===== config.mk =====
export PLATFORM = sky130hd
export DESIGN_NAME = mem_arbiter
export DESIGN_NICKNAME = d
export VERILOG_FILES = /design/src/rtl/mem_arb_pkg.sv /design/src/rtl/mem_arb_rsp_reg.sv /design/src/rtl/mem_arbiter.sv
export SDC_FILE = /design/constraint.sdc
export NUM_CORES = 1
export LEC_CHECK = 0
export ABC_AREA = 1
export CAP_MARGIN = 10
export CORE_MARGIN = 2
export CORE_UTILIZATION = 61
export DETAILED_ROUTE_END_ITERATION = 10
export DONT_BUFFER_PORTS = 1
export PLACE_DENSITY = 0.84
export SLEW_MARGIN = 0
export SYNTH_ARGS = -nofsm -noshare
export SYNTH_HDL_FRONTEND = slang
export SYNTH_SLANG_ARGS = --single-unit

===== constraint.sdc =====
create_clock -name i_clk -period 1.4 [get_ports i_clk]
set_input_delay 0.14 -clock i_clk [delete_from_list [all_inputs] [get_ports i_clk]]
set_output_delay 0.14 -clock i_clk [all_outputs]
set_load 0.05 [all_outputs]

===== src/rtl/mem_arb_pkg.sv =====
// Shared types and constants for the instruction/data memory arbiter.
package mem_arb_pkg;

  typedef enum logic {
    ARB_IDLE   = 1'b0,
    ARB_LOCKED = 1'b1
  } arb_state_e;

  localparam int PORT_I = 0;
  localparam int PORT_D = 1;

  localparam logic [3:0] MASK_WORD = 4'hF;

endpackage


===== src/rtl/mem_arb_rsp_reg.sv =====
// One-cycle response register: turns a transfer into an rvalid pulse and
// captures the read data presented in the transfer cycle.
module mem_arb_rsp_reg (
  input  logic        i_clk,
  input  logic        i_reset,
  input  logic        i_xfer,
  input  logic [31:0] i_data,
  output logic        o_rvalid,
  output logic [31:0] o_rdata
);

  // rdata holds its last value between pulses; only rvalid qualifies it
  always_ff @(posedge i_clk) begin
    if (!i_reset) begin
      o_rvalid <= 1'b0;
      o_rdata  <= '0;
    end else begin
      o_rvalid <= i_xfer;
      if (i_xfer) o_rdata <= i_data;
    end
  end

endmodule


===== src/rtl/mem_arbiter.sv =====
// Two-port arbiter for the shared single-port memory: D has priority, I gets
// a starvation override, D may lock the memory for a bounded run of cycles.
// Define MEM_ARB_STATS_EN to add saturating grant/conflict counters.
module mem_arbiter
  import mem_arb_pkg::*;
#(
  parameter int ADDR_W     = 11,
  parameter int MAX_STARVE = 4,
  parameter int LOCK_MAX   = 8
) (
  input  logic              i_clk,
  input  logic              i_reset,
  input  logic              i_i_valid,
  input  logic [ADDR_W-1:0] i_i_addr,
  output logic              o_i_ready,
  output logic              o_i_rvalid,
  output logic [31:0]       o_i_rdata,
  input  logic              i_d_valid,
  input  logic [ADDR_W-1:0] i_d_addr,
  input  logic [31:0]       i_d_wdata,
  input  logic [3:0]        i_d_mask,
  input  logic              i_d_wren,
  input  logic              i_d_lock,
  output logic              o_d_ready,
  output logic              o_d_rvalid,
  output logic [31:0]       o_d_rdata,
  output logic [ADDR_W-1:0] o_mem_addr,
  output logic [31:0]       o_mem_wdata,
  output logic [3:0]        o_mem_mask,
  output logic              o_mem_wren,
  input  logic [31:0]       i_mem_rdata
`ifdef MEM_ARB_STATS_EN
  ,
  output logic [15:0]       o_stat_i_grants,
  output logic [15:0]       o_stat_d_grants,
  output logic [15:0]       o_stat_conflicts
`endif
);

  arb_state_e  state_q, state_d;
  logic [3:0]  starve_q, starve_d;
  logic [3:0]  lock_q, lock_d;
  logic [1:0]  grant;
  logic        starved;
  logic [31:0] d_rsp_data;

  assign starved = (starve_q >= 4'(MAX_STARVE));

  always_comb begin
    grant   = '0;
    state_d = state_q;
    lock_d  = lock_q;
    if (i_reset) begin
      case (state_q)
        ARB_IDLE: begin
          if (i_d_valid && !(i_i_valid && starved)) grant[PORT_D] = 1'b1;
          else if (i_i_valid)                        grant[PORT_I] = 1'b1;
          if (grant[PORT_D] && i_d_lock) begin
            state_d = ARB_LOCKED;
            lock_d  = 4'd1;
          end else begin
            lock_d  = '0;
          end
        end
        ARB_LOCKED: begin
          grant[PORT_D] = i_d_valid;
          // Forced release still lets the D transfer of the final cycle complete
          if ((grant[PORT_D] && !i_d_lock) || (lock_q >= 4'(LOCK_MAX))) begin
            state_d = ARB_IDLE;
            lock_d  = '0;
          end else begin
            lock_d  = lock_q + 4'd1;
          end
        end
        default: begin
          state_d = ARB_IDLE;
          lock_d  = '0;
        end
      endcase
    end
  end

  always_comb begin
    starve_d = starve_q;
    if (!i_i_valid || grant[PORT_I]) starve_d = '0;
    else if (starve_q != 4'hF)       starve_d = starve_q + 4'd1;
  end

  always_ff @(posedge i_clk) begin
    if (!i_reset) begin
      state_q  <= ARB_IDLE;
      starve_q <= '0;
      lock_q   <= '0;
    end else begin
      state_q  <= state_d;
      starve_q <= starve_d;
      lock_q   <= lock_d;
    end
  end

  always_comb begin
    o_mem_addr  = '0;
    o_mem_wdata = '0;
    o_mem_mask  = '0;
    o_mem_wren  = 1'b0;
    if (grant[PORT_D]) begin
      o_mem_addr  = i_d_addr;
      o_mem_wdata = i_d_wdata;
      o_mem_mask  = i_d_mask;
      o_mem_wren  = i_d_wren;
    end else if (grant[PORT_I]) begin
      o_mem_addr  = i_i_addr;
      o_mem_mask  = MASK_WORD;
    end
  end

  assign o_i_ready  = grant[PORT_I];
  assign o_d_ready  = grant[PORT_D];
  assign d_rsp_data = i_d_wren ? 32'h0 : i_mem_rdata;

  mem_arb_rsp_reg u_rsp_i (
    .i_clk    (i_clk),
    .i_reset  (i_reset),
    .i_xfer   (grant[PORT_I]),
    .i_data   (i_mem_rdata),
    .o_rvalid (o_i_rvalid),
    .o_rdata  (o_i_rdata)
  );

  mem_arb_rsp_reg u_rsp_d (
    .i_clk    (i_clk),
    .i_reset  (i_reset),
    .i_xfer   (grant[PORT_D]),
    .i_data   (d_rsp_data),
    .o_rvalid (o_d_rvalid),
    .o_rdata  (o_d_rdata)
  );

`ifdef MEM_ARB_STATS_EN
  // Counters stick at all-ones rather than wrapping
  always_ff @(posedge i_clk) begin
    if (!i_reset) begin
      o_stat_i_grants  <= '0;
      o_stat_d_grants  <= '0;
      o_stat_conflicts <= '0;
    end else begin
      if (grant[PORT_I] && o_stat_i_grants != 16'hFFFF)
        o_stat_i_grants <= o_stat_i_grants + 16'd1;
      if (grant[PORT_D] && o_stat_d_grants != 16'hFFFF)
        o_stat_d_grants <= o_stat_d_grants + 16'd1;
      if (i_i_valid && i_d_valid && o_stat_conflicts != 16'hFFFF)
        o_stat_conflicts <= o_stat_conflicts + 16'd1;
    end
  end
`endif

endmodule


==> results of run 1 <==
[what timing repair did]
action	CTS
pin swaps	19
setup buffers	7
gates resized for setup	122
endpoints found under the setup margin	60
endpoints found under the hold margin	66
hold buffers	39
gates cloned	5
[cell families after synthesis]
group                    count (synthesis)  synth area share
adder cells (fa/ha/maj)                  3           0.00968
flip-flops                              75             0.387
buffers and inverters                  159             0.170
AND/OR/NAND/NOR                        378             0.405
AO/OA/AOI/OAI                           18            0.0232
XOR/XNOR                                 2           0.00452
[synth_stat cells]
cell,count
ha_1,3
buf_2,23
nor2_1,110
buf_1,5
nand4_1,44
a21oi_1,16
nand2_2,1
dfxtp_1,75
nand3_1,20
inv_1,115
xor2_1,1
buf_4,1
xnor2_1,1
nand2_4,1
o21ai_0,2
buf_6,4
clkbuf_1,8
nand2_1,200
inv_2,3
or2_2,1
nand3_2,1
[per-stage QoR]
stage | utilization | instances | instance area [µm²]
floorplan | - | 635 | 3940
global placement | 0.763 | 790 | 4760
detailed placement | 0.763 | 790 | 4760
CTS | 0.956 | 857 | 5970
==> summary.txt, run 1 <==
Floorplanning
  – Die Span Y: 83.7 µm
  – Cell Rows: 29
  – DIE WIDTH: 83.7 µm
  – # IOs: 212
  – Initial Util: 0.621

Clocking
  – H-tree level count: 3
  – Clock sink count: 75
  – CTS Buf Count: 9
  – Deepest clock path buffer count: 2
  – Root buf cell: clkbuf_8

Synth
  – Synth warn: 0
  – Synth Area per Inst: 6.11 µm²
  – Yosys top cell area share: 0.387
  – Mapped Nets: 734
  – Ranking of synthesized cells by area: dfxtp_1 39%, nand2_1 19%, inv_1 11%
  – Sequential share of the synthesized area: 0.387
  – Post-synthesis cell area: 0.00388 mm²
  – Number of synthesized register bits: 75
  – Syn Inst Count: 635
  – Yosys cell types: 21
  – Largest area contributor in the netlist: dfxtp_1

Status
  – First Err: [ERROR DPL-0038] Utilization greater than 100%, impossible to legalize
  – Last stage: global routing
  – Outcome: did not finish

Place
  – Pre-CTS setup slack: -0.0132 ns
  – Hpwl dp: 7.94 mm
  – RePlAce Congestion: 0.850
  – Port bufs: 0

GRT
  – Largest net degree at the start of global routing: 45

Timing
  – Worst endpoint type: top-level output
  – Worst_ep grt: o_mem_addr[5]
==> run 2: changes to the inputs <==
- CORE_UTILIZATION: 61 -> 40
- PLACE_DENSITY: 0.84 -> not set
- PLACE_DENSITY_LB_ADDON: not set -> 0.15
==> summary.txt, run 2 <==
Min path
  – Min-Delay Path Depth: 3
  – Hold WC Path Type: in2reg

Timing
  – Setup tns final: -9.87 ns
  – Post-route setup slack: -0.248 ns
  – Layout Skew: 0.0115 ns
  – Fin Hold WS: 0.00987 ns
  – Final Setup Violations: 50
  – Max Fclk: 607 MHz
  – Final hold viol count: 0
  – Actual slew at the worst max-slew pin: 0.824 ns
  – RSZ-0062 raised after global routing: true
  – Period Utilization, post-route: 1.18
  – Tmin final: 1.65 ns
  – Pins over their slew limit: 0
  – Relative slew margins: 0.449

Floorplanning
  – Core area: 0.00933 mm²
  – DIE WIDTH: 102 µm (+22%)
  – Initial Util: 0.416 (-0.206)
  – Die ar.: 0.0105 mm²
  – # IOs: 212 (unchanged)
  – Cell Rows: 35 (+21%)
  – Die Span Y: 102 µm (+22%)

Synth
  – Most common cell in the netlist: nand2_1
  – EDFF count, synth: 0 (unchanged)
  – Sequential share of the synthesized area: 0.387 (unchanged)
  – Ranking of synthesized cells by area: dfxtp_1 39%, nand2_1 19%, inv_1 11%
  – Yosys cell types: 21 (unchanged)
  – Post-synthesis cell area: 0.00388 mm² (unchanged)
  – Synth Area per Inst: 6.11 µm² (unchanged)
  – FFs w/ async S/R, synth: 0 (unchanged)
  – Commonest cells post-synth: 200 x nand2_1, 115 x inv_1, 110 x nor2_1
  – Dominant synthesized flop cell: dfxtp_1
  – Number of synthesized register bits: 75 (unchanged)
  – Syn Inst Count: 635 (unchanged)
  – Yosys top cell area share: 0.387 (unchanged)
  – Largest area contributor in the netlist: dfxtp_1
  – Synth warn: 0 (unchanged)
  – Mapped Nets: 734 (unchanged)

Power and ir drop
  – Clock power frac: 0.310
  – Power per cell area: 942 mW/mm²
  – VDD IR-drop max: 0.527 mV
  – Psw: 0.00212 W
  – Pleak: 3.47 nW
  – Sw Ratio: 0.353
  – P_int: 0.00389 W
  – Reg power frac: 0.387
  – Comb pwr share: 0.304

Cells and area
  – Post-route cell area: 0.00638 mm²
  – Layout cells sized above 1: 0.291
  – Synthesis-to-layout area growth: 64.5%
  – Ant. Diodes: 0
  – Final nets: 884
  – Biggest regs: u_rsp_d.o_rdata (32), u_rsp_i.o_rdata (32)
  – Most frequent cells in the layout: 169 x nand2_1, 112 x inv_1, 85 x buf_4, 78 x nor2_1, 72 x dfxtp_1
  – Commonest non-fill, non-tap cell in the layout: nand2_1

Drt
  – Highest metal used: met4
  – Total wire length: 14.1 mm
  – DRC Markers: 0
  – Met3 WL: 832 µm
  – Routed vias: 4424
  – Routed vias/inst: 4.81
  – DRT iter0 DRCs: 172
  – DRT antenna net count: 0
  – Met1 WL: 5.63 mm
  – DR WL met2: 7.51 mm
  – DR WL/cell: 15.4 µm
  – Drt first pass iters: 5

Critical path
  – CP Launch Point: starve_q[3]$_SDFFE_PP0P_
  – Top delay family on crit path: simple AND/OR/NAND/NOR gates
  – CP peak stage delay: 0.33 ns
  – Worst reg-to-reg setup slack: 0 ns
  – Crit-path most repeated cell: nand2_4
  – Crit-path slowest cell: dfxtp_2
  – Nature of the critical path endpoint: primary output
  – R2R depth: 10
  – Crit-path max FO: 8
  – Crit path arrival time: 1.51 ns
  – WS Path Type: reg2out
  – Critical path endpoint: o_mem_addr[0]
  – Reg-to-reg startpoint: starve_q[3]$_SDFFE_PP0P_
  – CP Depth: 8
  – Worst EP required: 1.26 ns
  – Worst setup SP type: flop
  – Crit-path cells: inv_2 > nand2_4 > nand3_4 > nand2_8 > buf_12 > inv_12 > nand2_2 > nand2_4
  – Worst path bufs/invs: 3
  – Terminus of the critical flop-to-flop path: u_rsp_d.o_rdata[15]$_SDFFE_PN0P_

Clocking
  – TritonCTS clock tree: yes
  – Clock Latency Late Sink: 0.34 ns
  – Deepest clock path buffer count: 2 (unchanged)
  – CTS Buf Count: 9 (unchanged)
  – Root buf cell: clkbuf_8
  – Clock-pin slew on the worst setup and hold paths: 0.08 ns
  – Clock sink count: 75 (unchanged)
  – H-tree level count: 3 (unchanged)

Status
  – Outcome: complete, but fails checks
  – Failing checks: negative setup slack

GRT
  – Global-route wire length before repair: 21.5 mm
  – Tot GR Track Use: 0.262
  – Overflow after GRT: 0
  – Largest net degree at the start of global routing: 57
  – Vias in the first global route: 4331
  – Initial antenna violation count: 0

Place
  – RePlAce Congestion: 0.846 (-0.45%)
  – Dpl cell area: 0.00482 mm² (+1.3%)
  – Hpwl dp: 8.01 mm (+0.77%)
  – Port bufs: 0 (unchanged)

Run
  – Max Cap Viol: 0
-- run 2: layer usage --
| layer | global-route usage | vias up |
|---|---|---|
| met2 | 0.484 | 153 |
| met5 | 0 | - |
| met1 | 0.308 | 2064 |
| li1 | - | 2193 |
| met4 | 0.0677 | 0 |
| met3 | 0.0534 | 14 |
-- run 2: cell families (layout without fill, tap and decap cells) --
logic type               after synthesis  after routing  share of synthesized area
AO/OA/AOI/OAI                         18             18                     0.0232
XOR/XNOR                               2              2                    0.00452
flip-flops                            75             75                      0.387
buffers and inverters                159            314                      0.170
adder cells (fa/ha/maj)                3              3                    0.00968
AND/OR/NAND/NOR                      378            378                      0.405
-- run 2: area by class of cell --
| cell class | count | area [µm²] |
|---|---|---|
| clock buffer | 10 | 128 |
| fill | 778 | 2950 |
| multi-input combinational | 401 | 2160 |
| timing repair inverter | 1 | 16.3 |
| clock inverter | 6 | 90.1 |
| timing repair buffer | 179 | 1870 |
| sequential | 75 | 1510 |
| inverter | 118 | 455 |
| tap | 129 | 161 |
-- run 2: through the flow --
step	total power [W]	cells	utilization	setup WS (ns)
final	0.00601	919	0.684	-0.248
after global placement	0.00376	838	0.517	0.0354
after floorplan	0.00344	635	-	-0.182
after CTS	0.00599	916	0.669	-0.252
after detailed placement	0.00377	838	0.517	-0.0192
after global routing	0.00625	919	0.684	-0.336
-- run 2: timing repair --
item                                   in CTS  in global routing
endpoints found under the hold margin      66                  0
buffers inserted                           13                  5
setup endpoints to repair                  50                 77
hold buffers                               43                  0
resized for setup                         126                 30
pin swaps                                  11                 16
cloned                                      6                  1
-- run 2: tightest hold or removal path, stage by stage --
cell and delay, ns:
nor2_1 0.03, nor2_1 0.09, nor2_1 0.05
-- run 2: how the worst min path moves through the flow --
| stage | start | endpoint | slack [ns] |
|---|---|---|---|
| finish | i_d_wren | u_rsp_d.o_rdata[15]$_SDFFE_PN0P_ | 0.01 |
| CTS | i_reset | u_rsp_i.o_rdata[4]$_SDFFE_PN0P_ | 0.002 |
| detailed placement | i_reset | u_rsp_d.o_rdata[27]$_SDFFE_PN0P_ | 0.27 |
| global placement | i_reset | u_rsp_d.o_rdata[27]$_SDFFE_PN0P_ | 0.27 |
| floorplan | i_mem_rdata[23] | u_rsp_i.o_rdata[23]$_SDFFE_PN0P_ | 0.29 |
| global route | i_d_wren | u_rsp_d.o_rdata[15]$_SDFFE_PN0P_ | 0.008 |
-- run 2: power by group through the flow --
stage,clock (W),sequential [W],combinational [W]
after global placement,0,0.00237,0.00139
final,0.00186,0.00232,0.00182
after detailed placement,0,0.00237,0.00140
after floorplan,0,0.00274,0.000696
after CTS,0.00189,0.00232,0.00178
after global routing,0.00198,0.00234,0.00193
No activity file was read; power rests on OpenSTA's default activity.
